[config.mk]
export PLATFORM = sky130hd
export DESIGN_NAME = vend_txn_ctrl_flat
export DESIGN_NICKNAME = d
export VERILOG_FILES = /design/src/rtl/vend_pkg.sv /design/src/rtl/vend_txn_ctrl_if.sv /design/src/rtl/vend_change_sel.sv /design/src/rtl/vend_txn_ctrl.sv /design/src/flat_wrapper.sv
export SDC_FILE = /design/constraint.sdc
export NUM_CORES = 1
export LEC_CHECK = 0
export CORE_MARGIN = 2
export CORE_UTILIZATION = 55
export DETAILED_ROUTE_END_ITERATION = 7
export PLACE_DENSITY_LB_ADDON = 0.12
export SYNTH_ARGS = -nofsm -noshare
export SYNTH_HDL_FRONTEND = slang
export SYNTH_HIERARCHICAL = 1
export SYNTH_SLANG_ARGS = --single-unit
[constraint.sdc]
create_clock -name in_clka -period 3.8 [get_ports in_clka]
set_input_delay 1.14 -clock in_clka [delete_from_list [all_inputs] [get_ports in_clka]]
set_output_delay 1.14 -clock in_clka [all_outputs]
set_load 0.1 [all_outputs]
[src/rtl/vend_pkg.sv]
// Shared encodings for the vending transaction path: commands, coins, states, prices.
// Pure declarations; no logic, no latency.
package vend_pkg;

   localparam logic [1:0] CMD_SITEM  = 2'b00;
   localparam logic [1:0] CMD_SMONEY = 2'b01;
   localparam logic [1:0] CMD_CLEAR  = 2'b10;
   localparam logic [1:0] CMD_START  = 2'b11;

   localparam logic [1:0] COIN_1U  = 2'b00;
   localparam logic [1:0] COIN_2U  = 2'b01;
   localparam logic [1:0] COIN_5U  = 2'b10;
   localparam logic [1:0] COIN_20U = 2'b11;

   localparam logic [31:0] DEFAULT_PRICE_TABLE = {8'd25, 8'd20, 8'd15, 8'd10};

   typedef enum logic [2:0] {
      ST_IDLE     = 3'd0,
      ST_COLLECT  = 3'd1,
      ST_DISPENSE = 3'd2,
      ST_CHANGE   = 3'd3
   } state_t;

   // Coin face value in 5-cent units.
   function automatic logic [4:0] coin_value(input logic [1:0] code);
      logic [4:0] v;
      case (code)
         COIN_1U: v = 5'd1;
         COIN_2U: v = 5'd2;
         COIN_5U: v = 5'd5;
         default: v = 5'd20;
      endcase
      return v;
   endfunction

endpackage

[src/rtl/vend_txn_ctrl_if.sv]
// Command/coin/dispense/payout bundle between main_FSM side and the transaction controller.
// Wires only; master drives the in_* strobes, slave drives the registered out_* signals.
interface vend_txn_ctrl_if #(
   parameter int CREDIT_W = 8
) ();

   logic                in_cmd_valid;
   logic [1:0]          in_cmd;
   logic [1:0]          in_item;
   logic                in_coin_valid;
   logic [1:0]          in_coin;
   logic                in_dispense_done;
   logic                in_change_ready;

   logic [2:0]          out_state;
   logic [CREDIT_W-1:0] out_credit;
   logic [1:0]          out_item;
   logic                out_item_vld;
   logic                out_dispense;
   logic                out_change_valid;
   logic [1:0]          out_change_coin;
   logic                out_coin_reject;
   logic                out_err;

   modport master (
      output in_cmd_valid, in_cmd, in_item, in_coin_valid, in_coin,
             in_dispense_done, in_change_ready,
      input  out_state, out_credit, out_item, out_item_vld, out_dispense,
             out_change_valid, out_change_coin, out_coin_reject, out_err
   );

   modport slave (
      input  in_cmd_valid, in_cmd, in_item, in_coin_valid, in_coin,
             in_dispense_done, in_change_ready,
      output out_state, out_credit, out_item, out_item_vld, out_dispense,
             out_change_valid, out_change_coin, out_coin_reject, out_err
   );

endinterface

[src/rtl/vend_change_sel.sv]
// Largest payable coin for a given credit (greedy change-making over 20/5/2/1 units).
// Combinational, zero latency; no handshake.
module vend_change_sel
   import vend_pkg::*;
#(
   parameter int CREDIT_W = 8
) (
   input  logic [CREDIT_W-1:0] credit,
   output logic [1:0]          coin,
   output logic [CREDIT_W-1:0] value
);

   always_comb begin
      if (credit >= CREDIT_W'(coin_value(COIN_20U))) begin
         coin = COIN_20U;
      end else if (credit >= CREDIT_W'(coin_value(COIN_5U))) begin
         coin = COIN_5U;
      end else if (credit >= CREDIT_W'(coin_value(COIN_2U))) begin
         coin = COIN_2U;
      end else begin
         coin = COIN_1U;
      end
      value = CREDIT_W'(coin_value(coin));
   end

endmodule

[src/rtl/vend_txn_ctrl.sv]
// Vending transaction FSM: collects credit, checks price, handshakes dispenser, pays change.
// All outputs registered (1 cycle after the deciding edge); payout stalls while in_change_ready is low.
module vend_txn_ctrl
   import vend_pkg::*;
#(
   parameter int                    CREDIT_W    = 8,
   parameter int                    MAX_CREDIT  = 200,
   parameter logic [4*CREDIT_W-1:0] PRICE_TABLE = DEFAULT_PRICE_TABLE
) (
   input  logic           in_clka,
   input  logic           in_restart_n,
   vend_txn_ctrl_if.slave bus
);

   state_t              state_q, state_d;
   logic [CREDIT_W-1:0] credit_q, credit_d;
   logic [1:0]          item_q, item_d;
   logic                item_vld_q, item_vld_d;
   logic                dispense_q, dispense_d;
   logic                chg_vld_q, chg_vld_d;
   logic [1:0]          chg_coin_q, chg_coin_d;
   logic                coin_rej_q, coin_rej_d;
   logic                err_q, err_d;

   logic [CREDIT_W:0]   credit_sum;
   logic                coin_fits;
   logic [CREDIT_W-1:0] price;
   logic                smoney_ok;
   logic [1:0]          sel_coin;
   logic [CREDIT_W-1:0] sel_value;

   // One extra bit so a coin near the ceiling cannot wrap past MAX_CREDIT.
   assign credit_sum = {1'b0, credit_q} + (CREDIT_W+1)'(coin_value(bus.in_coin));
   assign coin_fits  = credit_sum <= (CREDIT_W+1)'(MAX_CREDIT);
   assign price      = PRICE_TABLE[int'(item_q)*CREDIT_W +: CREDIT_W];
   assign smoney_ok  = item_vld_q && (credit_q >= price);

   vend_change_sel #(
      .CREDIT_W (CREDIT_W)
   ) u_change_sel (
      .credit (credit_q),
      .coin   (sel_coin),
      .value  (sel_value)
   );

   always_comb begin
      state_d    = state_q;
      credit_d   = credit_q;
      item_d     = item_q;
      item_vld_d = item_vld_q;
      dispense_d = dispense_q;
      chg_vld_d  = 1'b0;
      chg_coin_d = 2'b00;
      coin_rej_d = 1'b0;
      err_d      = 1'b0;

      case (state_q)
         ST_IDLE: begin
            coin_rej_d = bus.in_coin_valid;
            if (bus.in_cmd_valid && bus.in_cmd == CMD_START) begin
               state_d = ST_COLLECT;
            end
         end

         ST_COLLECT: begin
            if (bus.in_cmd_valid) begin
               // A command wins the cycle; any coximal coin is bounced.
               coin_rej_d = bus.in_coin_valid;
               case (bus.in_cmd)
                  CMD_SITEM: begin
                     item_d     = bus.in_item;
                     item_vld_d = 1'b1;
                  end
                  CMD_SMONEY: begin
                     if (smoney_ok) begin
                        credit_d   = credit_q - price;
                        dispense_d = 1'b1;
                        state_d    = ST_DISPENSE;
                     end else begin
                        err_d = 1'b1;
                     end
                  end
                  CMD_CLEAR: begin
                     item_vld_d = 1'b0;
                     state_d    = ST_CHANGE;
                  end
                  default: ;
               endcase
            end else if (bus.in_coin_valid) begin
               if (coin_fits) begin
                  credit_d = credit_sum[CREDIT_W-1:0];
               end else begin
                  coin_rej_d = 1'b1;
               end
            end
         end

         ST_DISPENSE: begin
            coin_rej_d = bus.in_coin_valid;
            if (bus.in_dispense_done) begin
               dispense_d = 1'b0;
               item_vld_d = 1'b0;
               state_d    = ST_CHANGE;
            end
         end

         ST_CHANGE: begin
            coin_rej_d = bus.in_coin_valid;
            if (credit_q == '0) begin
               state_d = ST_IDLE;
            end else if (bus.in_change_ready) begin
               chg_vld_d  = 1'b1;
               chg_coin_d = sel_coin;
               credit_d   = credit_q - sel_value;
            end
         end

         default: begin
            state_d = ST_IDLE;
         end
      endcase
   end

   always_ff @(posedge in_clka) begin
      if (!in_restart_n) begin
         state_q    <= ST_IDLE;
         credit_q   <= '0;
         item_q     <= 2'b00;
         item_vld_q <= 1'b0;
         dispense_q <= 1'b0;
         chg_vld_q  <= 1'b0;
         chg_coin_q <= 2'b00;
         coin_rej_q <= 1'b0;
         err_q      <= 1'b0;
      end else begin
         state_q    <= state_d;
         credit_q   <= credit_d;
         item_q     <= item_d;
         item_vld_q <= item_vld_d;
         dispense_q <= dispense_d;
         chg_vld_q  <= chg_vld_d;
         chg_coin_q <= chg_coin_d;
         coin_rej_q <= coin_rej_d;
         err_q      <= err_d;
      end
   end

   assign bus.out_state        = state_q;
   assign bus.out_credit       = credit_q;
   assign bus.out_item         = item_q;
   assign bus.out_item_vld     = item_vld_q;
   assign bus.out_dispense     = dispense_q;
   assign bus.out_change_valid = chg_vld_q;
   assign bus.out_change_coin  = chg_coin_q;
   assign bus.out_coin_reject  = coin_rej_q;
   assign bus.out_err          = err_q;

endmodule

[src/flat_wrapper.sv]
// flat-port wrapper written by rule: the top's interface ports become plain ports
module vend_txn_ctrl_flat import vend_pkg::*;
#(
   parameter int                    CREDIT_W    = 8,
   parameter int                    MAX_CREDIT  = 200,
   parameter logic [4*CREDIT_W-1:0] PRICE_TABLE = DEFAULT_PRICE_TABLE
)
  (in_clka, in_restart_n, bus_in_cmd_valid, bus_in_cmd, bus_in_item, bus_in_coin_valid, bus_in_coin, bus_in_dispense_done, bus_in_change_ready, bus_out_state, bus_out_credit, bus_out_item, bus_out_item_vld, bus_out_dispense, bus_out_change_valid, bus_out_change_coin, bus_out_coin_reject, bus_out_err);
  vend_txn_ctrl_if #(.CREDIT_W(CREDIT_W)) bus_i ();
  input  logic in_clka;
  input  logic in_restart_n;
  input wire logic [$bits(bus_i.in_cmd_valid)-1:0] bus_in_cmd_valid;
  input wire logic [$bits(bus_i.in_cmd)-1:0] bus_in_cmd;
  input wire logic [$bits(bus_i.in_item)-1:0] bus_in_item;
  input wire logic [$bits(bus_i.in_coin_valid)-1:0] bus_in_coin_valid;
  input wire logic [$bits(bus_i.in_coin)-1:0] bus_in_coin;
  input wire logic [$bits(bus_i.in_dispense_done)-1:0] bus_in_dispense_done;
  input wire logic [$bits(bus_i.in_change_ready)-1:0] bus_in_change_ready;
  output wire logic [$bits(bus_i.out_state)-1:0] bus_out_state;
  output wire logic [$bits(bus_i.out_credit)-1:0] bus_out_credit;
  output wire logic [$bits(bus_i.out_item)-1:0] bus_out_item;
  output wire logic [$bits(bus_i.out_item_vld)-1:0] bus_out_item_vld;
  output wire logic [$bits(bus_i.out_dispense)-1:0] bus_out_dispense;
  output wire logic [$bits(bus_i.out_change_valid)-1:0] bus_out_change_valid;
  output wire logic [$bits(bus_i.out_change_coin)-1:0] bus_out_change_coin;
  output wire logic [$bits(bus_i.out_coin_reject)-1:0] bus_out_coin_reject;
  output wire logic [$bits(bus_i.out_err)-1:0] bus_out_err;
  assign bus_i.in_cmd_valid = bus_in_cmd_valid;
  assign bus_i.in_cmd = bus_in_cmd;
  assign bus_i.in_item = bus_in_item;
  assign bus_i.in_coin_valid = bus_in_coin_valid;
  assign bus_i.in_coin = bus_in_coin;
  assign bus_i.in_dispense_done = bus_in_dispense_done;
  assign bus_i.in_change_ready = bus_in_change_ready;
  assign bus_out_state = bus_i.out_state;
  assign bus_out_credit = bus_i.out_credit;
  assign bus_out_item = bus_i.out_item;
  assign bus_out_item_vld = bus_i.out_item_vld;
  assign bus_out_dispense = bus_i.out_dispense;
  assign bus_out_change_valid = bus_i.out_change_valid;
  assign bus_out_change_coin = bus_i.out_change_coin;
  assign bus_out_coin_reject = bus_i.out_coin_reject;
  assign bus_out_err = bus_i.out_err;
  vend_txn_ctrl #(.CREDIT_W(CREDIT_W), .MAX_CREDIT(MAX_CREDIT), .PRICE_TABLE(PRICE_TABLE)) u_core (.in_clka(in_clka), .in_restart_n(in_restart_n), .bus(bus_i));
endmodule
==> reports/metrics.yaml <==
leakagePower_nw: 1.08
syn_to_final_growth_pct: 14.1
crit_type: "in2reg"
setup_ws_ns: 0.191
tightestPinTransition_ns: 0.956
drc: 0
ys.flop_type: "dfxtp_1"
viasPerCell: 5.91
synth_compound_area_frac: 0.257
die_width_um: 67.0
p_comb_frac: 0.745
cp_data_arrival_time_ns: 3.76
max_clock_freq_ghz: 0.277
holdWs_ns: 0.511
relSlewSlack: 0.360
overflow: 0
die-area_um2: 4490
max-vdd-ir-drop_v: 0.000440
yosysWarnings: 6
hpwl_mm: 4.15
postCtsResizedCells: 0
place_congestion: 0.827
p_switching_mw: 1.10
initial_utilization: 0.584
clockBufferDepth: 2
clock_skew_ns: 0.00299
synth_top_area_frac: 0.174
finalWirelength_mm: 5.33
hold_start: "u_core/bus.out_dispense"
cts-root-buf: "clkbuf_8"
yosysUniqueCellTypes: 64
n_antenna_cell: 0
min_period_ns: 3.61
antenna_found_initial: 0
synthArstFlopShare: 0
port_buffers: 30
cp_max_fo: 4
firstDrtPassIters: 4
swShare: 0.562
grt_max_degree: 18
avgRoutedWirePerCell_um: 15.1
syn_inst: 281
grt_pass1_vias: 1928
cts_made_buffers: 3
slew_violations: 0
syn_area_um2: 2180
synthMuxAreaShare: 0.0573
coreArea_um2: 3740
clk_pin_slew_ns: 0.07
rsz0062_at_grt: "false"
hold_viol: 0
cp.required_ns: 3.95
drive_above_1_share: 0.128
maxCapViolations: 0
final_nets: 343
initialDrtViolationCount: 103
dp_slack_ns: -0.0691
grt_util_all_layers: 0.263
ys_seq_area_frac: 0.174
clock_insertion_delay_worst_skew_ns: 0.26
critPathLaunch: "bus_in_coin[0]"
yosysTopAreaCell: "dfxtp_1"
power_frac_seq: 0.182
dr_total_vias: 2087
synth_xor_area_frac: 0.0321
r2r_start: "u_core/bus.out_credit[2]"
post_cts_buffers: 0
setup_viol_count_final: 0
ctsHoldBuffers: 0
internal_power_uw: 861
end_kind: "register"
grt_pass1_wl_mm: 8.94
netlist_top_cells_area: "dfxtp_1 (17%), ha_1 (13%), mux2i_1 (5.0%), nand2_1 (4.3%), a21oi_1 (3.7%)"
p_clk_frac: 0.073
status: "finished, final reports clean"
cts_tree: "done"
cts_sinks: 19
ios: 32
syn_area_per_cell_um2: 7.77
synth-seq-cells: 19
fin_crit_sh: 0.950
nFillCells: 343
p_per_area_nw_per_um2: 788
synth_enable_flop_cells: 0
min_path_type: "reg2reg"
htree_num_levels: 1
synth_top_family_by_area: "compound AO/OA/AOI/OAI gates"
ant_nets: 0
synth_simple_gate_area_frac: 0.243
fp-row-count: 22
synthAdderAreaFrac: 0.153
die_h_um: 67.0
critPathLaunchType: "input pin"
worst paths after layout:
path	to	slack, ns	cells after the start
max reg2reg	u_core/bus.out_credit[6]	0.91	10
min reg2reg	u_core/bus.out_dispense	0.51	2
min	u_core/bus.out_dispense	0.51	2
max	u_core/bus.out_credit[6]	0.19	10
cells in the final DEF (no fill, tap or decap), types with 2 or more instances in the layout:
master	netlist	layout
nand2_1	25	25
buf_4	6	22
ha_1	22	22
inv_1	19	19
dfxtp_1	19	19
nor2_1	18	18
a21oi_1	16	16
nand3_1	15	15
clkdlybuf4s50_1	0	12
mux2i_1	11	11
o21ai_0	9	9
nor3_1	8	8
nor2b_1	6	6
a211oi_1	6	6
xnor2_1	5	5
or3_1	5	5
conb_1	2	5
and2_1	4	4
o21ai_1	4	4
o211ai_1	4	4
and3_1	4	4
o31ai_1	4	4
a21o_1	4	4
clkbuf_8	0	3
xor2_1	3	3
a211o_1	3	3
o21a_1	3	3
o2111ai_1	3	3
fa_1	3	3
nand2b_1	2	2
a31oi_1	2	2
a32o_1	2	2
a211oi_2	2	2
stage by stage:
step | utilization | TNS, ns | std cells | power [mW] | area [µm²]
after detailed placement | 0.654 | -0.315 | 349 | 1.80 | 2450
after CTS | 0.666 | 0 | 353 | 1.96 | 2490
final | 0.666 | 0 | 353 | 1.96 | 2490
after floorplan | - | 0 | 284 | 1.54 | 2200
after global routing | 0.666 | 0 | 353 | 2.14 | 2490
after global placement | 0.654 | -0.0859 | 349 | 1.79 | 2450
cell type report:
| class | count | area (µm²) | area share |
|---|---|---|---|
| clock buffers | 3 | 41.3 | 0.0166 |
| multi-input cells | 227 | 1640 | 0.658 |
| repair buffers | 34 | 285 | 0.114 |
| flip-flops and latches | 19 | 380 | 0.153 |
| inverters | 21 | 81.3 | 0.0326 |
| clock inverters | 1 | 5.00 | 0.00201 |
| well taps | 48 | 60.1 | 0.0241 |
synth_stat cells, drive strengths merged (4+ instances only):
cell,number
nand2,27
o31ai,4
inv,20
dfxtp,19
ha,22
o21ai,13
nor2b,6
o211ai,5
clkbuf,10
xnor2,5
nor2,18
buf,7
nand3,15
and2,5
mux2i,11
a211oi,8
a21o,4
and3,4
a21oi,17
nor3,9
or3,5
registers in the layout, indices dropped and copies added, names as in the netlist:
name                         flops
u_core/bus.out_credit            8
u_core/bus.out_item              2
u_core/bus.out_dispense          1
u_core/bus.out_state             2
u_core/bus.out_coin_reject       1
u_core/bus.out_err               1
u_core/bus.out_change_coin       2
u_core/bus.out_item_vld          1
u_core/bus.out_change_valid      1
layer usage:
metal | share of wire | up-vias | routed length, µm | track usage
li1 | - | 1066 | - | -
met1 | 0.47 | 951 | 2480 | 0.356
met2 | 0.47 | 65 | 2510 | 0.447
met3 | 0.054 | 5 | 289 | 0.0253
met4 | 0.0086 | 0 | 46 | 0.0612
met5 | 0 | - | 0 | 0
worst max-delay path, stage by stage:
cell,delay [ns]
clkdlybuf4s50_1,0.47
inv_1,0.06
ha_1,0.22
fa_1,0.43
a211oi_2,0.31
nor3_1,0.12
or3b_4,0.39
a31oi_4,0.24
nand2_4,0.07
mux2_4,0.29
power groups by stage:
stage / combinational [mW] / clock [mW] / sequential, mW
2_1_floorplan: 0.909 / 0 / 0.631
3_3_place_gp: 1.43 / 0 / 0.359
3_5_place_dp: 1.44 / 0 / 0.361
4_1_cts: 1.46 / 0.147 / 0.357
5_1_grt: 1.61 / 0.156 / 0.371
6_report: 1.46 / 0.144 / 0.358
kinds of logic after synthesis:
group	count (synthesis)
and+or+nand+nor	101
AOI/OAI and AO/OA	76
buffers and inverters	38
adders and majority gates	25
DFF	19
muxes	12
xor gates and xnor gates	8
other	2
Note: power is estimated with default switching activity, not from simulation.
